### src/rtl/game_sequencer_pkg.sv
// Shared definitions for the tile-game sequencer: state codes and default widths.
package game_sequencer_pkg;

  localparam int unsigned DefOffsetW = 6;
  localparam int unsigned DefLevelW  = 3;

  // Encodings are fixed because current_state is shown on the debug display.
  typedef enum logic [3:0] {
    StIdle        = 4'd0,
    StResetScreen = 4'd1,
    StDetectEdge  = 4'd2,
    StEdgeStuff   = 4'd3,
    StDraw        = 4'd4,
    StWaitNext    = 4'd5,
    StNextRow     = 4'd6,
    StPaused      = 4'd7,
    StGameOver    = 4'd8
  } state_e;

endpackage

### src/rtl/game_sequencer_level_tracker.sv
// Counts completed tile rows and ramps a saturating speed level every LEVEL_ROWS rows.
module game_sequencer_level_tracker #(
  parameter int unsigned LEVEL_ROWS = 16,
  parameter int unsigned NUM_LEVELS = 8,
  parameter int unsigned LEVEL_W    = 3
) (
  input  logic               clock,
  input  logic               resetn,
  input  logic               row_tick,
  output logic [LEVEL_W-1:0] level
);

  // Keep the counter at least one bit wide so LEVEL_ROWS=1 still elaborates.
  localparam int unsigned RowW = (LEVEL_ROWS > 1) ? $clog2(LEVEL_ROWS) : 1;

  logic [RowW-1:0]    row_cnt_q, row_cnt_d;
  logic [LEVEL_W-1:0] level_q, level_d;

  // Row counter wraps at LEVEL_ROWS-1 and bumps the level, which saturates at the top.
  always_comb begin
    row_cnt_d = row_cnt_q;
    level_d   = level_q;
    if (row_tick) begin
      if (row_cnt_q == RowW'(LEVEL_ROWS - 1)) begin
        row_cnt_d = '0;
        if (level_q != LEVEL_W'(NUM_LEVELS - 1)) begin
          level_d = level_q + LEVEL_W'(1);
        end
      end else begin
        row_cnt_d = row_cnt_q + RowW'(1);
      end
    end
  end

  // Synchronous active-low reset clears both counters.
  always_ff @(posedge clock) begin
    if (!resetn) begin
      row_cnt_q <= '0;
      level_q   <= '0;
    end else begin
      row_cnt_q <= row_cnt_d;
      level_q   <= level_d;
    end
  end

  assign level = level_q;

endmodule

### src/rtl/game_sequencer.sv
// Top-level tile-game sequencer: master FSM, scroll offset and speed level.
module game_sequencer
  import game_sequencer_pkg::*;
#(
  parameter int unsigned OFFSET_W   = DefOffsetW,
  parameter int unsigned ROW_PITCH  = 40,
  parameter int unsigned LEVEL_ROWS = 16,
  parameter int unsigned NUM_LEVELS = 8,
  parameter int unsigned LEVEL_W    = DefLevelW
) (
  input  logic                clock,
  input  logic                resetn,
  input  logic                reset_screen_done,
  input  logic                draw_done,
  input  logic                wait_done,
  input  logic                miss,
  input  logic                pause,
  output logic                reset_screen_go,
  output logic                draw_go,
  output logic                wait_go,
  output logic                edge_go,
  output logic                offset_increase,
  output logic [OFFSET_W-1:0] offset,
  output logic [LEVEL_W-1:0]  level,
  output logic                game_over,
  output logic [3:0]          current_state
);

  state_e              state_q, state_d;
  logic [OFFSET_W-1:0] offset_q, offset_d;
  logic                row_tick;

  // Next-state and offset update; unlisted conditions hold.
  always_comb begin
    state_d  = state_q;
    offset_d = offset_q;
    row_tick = 1'b0;
    unique case (state_q)
      StIdle: ;
      StResetScreen: begin
        if (reset_screen_done) state_d = StDetectEdge;
      end
      StDetectEdge: begin
        state_d = (offset_q == OFFSET_W'(ROW_PITCH)) ? StEdgeStuff : StDraw;
      end
      StEdgeStuff: begin
        if (miss) begin
          state_d = StGameOver;
        end else begin
          state_d  = StDraw;
          offset_d = '0;
          row_tick = 1'b1;
        end
      end
      StDraw: begin
        if (draw_done) state_d = StWaitNext;
      end
      StWaitNext: begin
        // A finished wait beats a simultaneous pause request.
        if (wait_done)  state_d = StNextRow;
        else if (pause) state_d = StPaused;
      end
      StNextRow: begin
        state_d  = StDetectEdge;
        offset_d = offset_q + OFFSET_W'(1);
      end
      StPaused: begin
        if (!pause) state_d = StWaitNext;
      end
      StGameOver: ;
      default: state_d = StIdle;
    endcase
  end

  // State and offset registers; reset forces a fresh screen clear from anywhere.
  always_ff @(posedge clock) begin
    if (!resetn) begin
      state_q  <= StResetScreen;
      offset_q <= '0;
    end else begin
      state_q  <= state_d;
      offset_q <= offset_d;
    end
  end

  game_sequencer_level_tracker #(
    .LEVEL_ROWS (LEVEL_ROWS),
    .NUM_LEVELS (NUM_LEVELS),
    .LEVEL_W    (LEVEL_W)
  ) u_level_tracker (
    .clock    (clock),
    .resetn   (resetn),
    .row_tick (row_tick),
    .level    (level)
  );

  // Moore outputs; handshakes and game_over are forced low while reset is held.
  always_comb begin
    reset_screen_go = resetn && (state_q == StResetScreen);
    draw_go         = resetn && (state_q == StDraw);
    wait_go         = resetn && (state_q == StWaitNext);
    edge_go         = resetn && (state_q == StEdgeStuff);
    offset_increase = resetn && (state_q == StNextRow);
    game_over       = resetn && (state_q == StGameOver);
  end

  assign offset        = offset_q;
  assign current_state = state_q;

endmodule
### config.mk
export PLATFORM = sky130hd
export DESIGN_NAME = game_sequencer
export DESIGN_NICKNAME = d
export VERILOG_FILES = /design/src/rtl/game_sequencer_pkg.sv /design/src/rtl/game_sequencer_level_tracker.sv /design/src/rtl/game_sequencer.sv
export SDC_FILE = /design/constraint.sdc
export NUM_CORES = 1
export LEC_CHECK = 0
export ABC_AREA = 1
export CORE_UTILIZATION = 50
export CTS_CLUSTER_DIAMETER = 120
export DETAILED_ROUTE_END_ITERATION = 8
export PLACE_DENSITY = 0.78
export SLEW_MARGIN = 40
export SYNTH_ARGS = -nofsm -noshare
export SYNTH_HDL_FRONTEND = slang
export SYNTH_SLANG_ARGS = --single-unit
### constraint.sdc
create_clock -name clock -period 3 [get_ports clock]
set_input_delay 0.6 -clock clock [delete_from_list [all_inputs] [get_ports clock]]
set_output_delay 0.6 -clock clock [all_outputs]
set_load 0.005 [all_outputs]
==> impl_metrics.json <==
{
  "synth.yosys.seq_area_share_pct": 35.05,
  "worstHoldEndpoint": "u_level_tracker.level[1]",
  "fmax_mhz": 363.7,
  "wl_per_cell_um": 11.40,
  "critPathLaunch": "resetn",
  "die_w_um": 46.07,
  "numClockSinks": 17,
  "rsz0062_at_grt": "false",
  "hpwl_um": 1744,
  "status": "finished, final reports clean",
  "rows": 15,
  "grt_max_degree": 12,
  "hold-path-cell-count": 2,
  "hp-class": "register to register",
  "synth_warnings": 0,
  "antenna_found_initial": 0,
  "drive_above_1_share_pct": 8.140,
  "r2r_cells": 6,
  "start_kind": "input port",
  "wirelength_um": 2245,
  "end_kind": "output port",
  "synth_enable_flop_cells": 0,
  "r2r-start": "current_state[3]",
  "first_pass_iters": 4,
  "cts_made_buffers": 3,
  "htreeDepth": 1,
  "grt_overflow_total": 0,
  "cts_buffer_depth": 2,
  "gp_congestion": 0.7611,
  "finalInstanceArea_um2": 1282,
  "fp.coreArea_um2": 1764,
  "synth_top_area_cell": "dfxtp_1",
  "fin_setup_tns_ps": 0,
  "synth-xor-area-share_pct": 1.804,
  "design.portCount": 26,
  "cap_violations": 0,
  "synth_top_area_share_pct": 35.05,
  "synth_compound_area_share_pct": 10.70,
  "netlist_instances": 143,
  "arrival_ps": 2150,
  "ys_async_sr_fraction_pct": 0,
  "worst-path-max-fanout": 11,
  "power_w": 0.0005912,
  "leakagePower_nw": 0.5093,
  "clk_latency_ps": 310,
  "synthDistinctLibCells": 24,
  "holdBufCountCts": 0,
  "synth_fp_nets": 155,
  "final_cell_mix": "nand2_1 (27), clkdlybuf4s50_1 (25), inv_1 (18), nor2_1 (18), dfxtp_1 (17)",
  "synthesis.area_um2": 970.9,
  "finalCritPeriodShare_pct": 91.66,
  "post_cts_buffers": 0,
  "avgViaCountPerCell": 5.239,
  "clockRootBuffer": "clkbuf_4",
  "drt_iter0_markers": 24,
  "ys_ff_latch": 17,
  "drv_slew": 0,
  "dieHeight_um": 46.07,
  "initial_core_util_pct": 55.04,
  "slowest_stage": "clkdlybuf4s50_1",
  "io_buffers": 25,
  "cp_top_family": "buffers and inverters",
  "syn_to_final_growth_pct": 32.09,
  "worst_hold_slack_ps": 496.6,
  "route.vias.total": 1032,
  "cts_resized": 0,
  "avgSynthCellArea_um2": 6.790,
  "hold_viol": 0,
  "power.density_nw_per_um2": 461.0,
  "finalCriticalPeriod_ps": 2750,
  "finClkSkew_ps": 4.838,
  "min_from": "u_level_tracker.level[1]",
  "grt_pass1_vias": 848,
  "antenna_cells": 0,
  "relSlewSlack_pct": 77.10,
  "layout.nets": 185,
  "cts_tree": "yes",
  "drc": 0,
  "cts.clk_slew.worst_paths_ps": 110,
  "crit_chain": "clkdlybuf4s50_1, clkinv_1, nor3_1, clkdlybuf4s50_1",
  "utilization_pct": 72.70,
  "path_class": "input port to output port",
  "finalSetupViolations": 0,
  "r2r_setup_slack_ps": 1590,
  "peakVddDrop_uv": 367.3,
  "mostFrequentLayoutCell": "nand2_1",
  "synthMuxAreaShare_pct": 0,
  "grt_pass1_wl_um": 3456,
  "grtUsageTotal_pct": 22.91,
  "ant_nets": 0,
  "cp.buffers_inverters": 3,
  "dieArea_um2": 2122,
  "dpl-instance-area_um2": 1252,
  "cp.required_ps": 2400,
  "netlist_top_cells_area": "dfxtp_1 (35%), nand2_1 (10%), inv_1 (7.0%)",
  "rr_endpoint": "offset[5]",
  "critPathMaxStageDelay_ps": 530,
  "synth_top_family_by_area": "simple AND/OR/NAND/NOR gates",
  "yosys.area_share.simple_pct": 36.73,
  "synthFlopType": "dfxtp_1",
  "synth_adder_area_share_pct": 6.443,
  "crit_top_cell": "clkdlybuf4s50_1",
  "worst_slew_pin_slew_ps": 342.2
}
-- Yosys cell counts, drive strengths merged, types with 2 or more instances --
master / n
nand2: 29
nor2: 21
inv: 19
dfxtp: 17
nand3: 14
a21oi: 13
nor3: 6
ha: 5
o21ai: 5
nand4: 4
nand3b: 2
-- layer usage --
layer  part of all wire, %  GRT usage [%]  wire length [um]  up-vias
li1                      -              -                 -      527
met1                    45          29.09              1008      473
met2                    49          38.59              1093       27
met3                   4.6          2.353               104        5
met4                   1.7          10.59                38        0
met5                     0              0                 0        -
-- worst max path at each step --
stage	end	cells after the start	slack (ps)
5_1_grt	wait_go	4	140
6_report	wait_go	4	250
4_1_cts	wait_go	4	250
3_3_place_gp	wait_go	4	280
2_1_floorplan	edge_go	3	1310
3_5_place_dp	wait_go	4	260
-- flip-flops by register name, indices dropped and copies added (netlist names) --
signal	flops
current_state	4
offset	6
u_level_tracker.level	3
u_level_tracker.row_cnt_q	4
-- kinds of logic after synthesis --
group / Yosys count
AOI/OAI and AO/OA: 20
xor gates and xnor gates: 2
adders and majority gates: 5
buffers and inverters: 22
DFF: 17
and+or+nand+nor: 77
-- tightest hold or removal path, delay by kind of cell (launching register included) --
kind | cells | cell delay, ps
AND/OR/NAND/NOR | 1 | 70
AO/OA/AOI/OAI | 1 | 50
flip-flops | 1 | 340
-- where the power goes --
part,leakage (nW),internal [W],total [W],switching (W)
Clock,0.0139,0.0000510,0.000137,0.0000857
Combinational,0.358,0.0000831,0.000196,0.000113
Sequential,0.138,0.000241,0.000259,0.0000172
Total,0.509,0.000376,0.000591,0.000216
-- area by class of cell --
| cell class | instances | area, um^2 |
|---|---|---|
| multi-input combinational | 104 | 540.5 |
| fill | 154 | 481.7 |
| sequential | 17 | 340.3 |
| timing repair buffer | 27 | 265.3 |
| inverter | 20 | 75.07 |
| tap | 25 | 31.28 |
| clock buffer | 3 | 22.52 |
| clock inverter | 1 | 7.507 |
-- per-stage QoR --
step           setup slack [ps]  instances
2_1_floorplan              1308        143
3_3_place_gp              282.4        193
3_5_place_dp              255.9        193
4_1_cts                   253.2        197
5_1_grt                   144.3        197
6_report                  250.2        197
(Power assumes the default switching activity.)
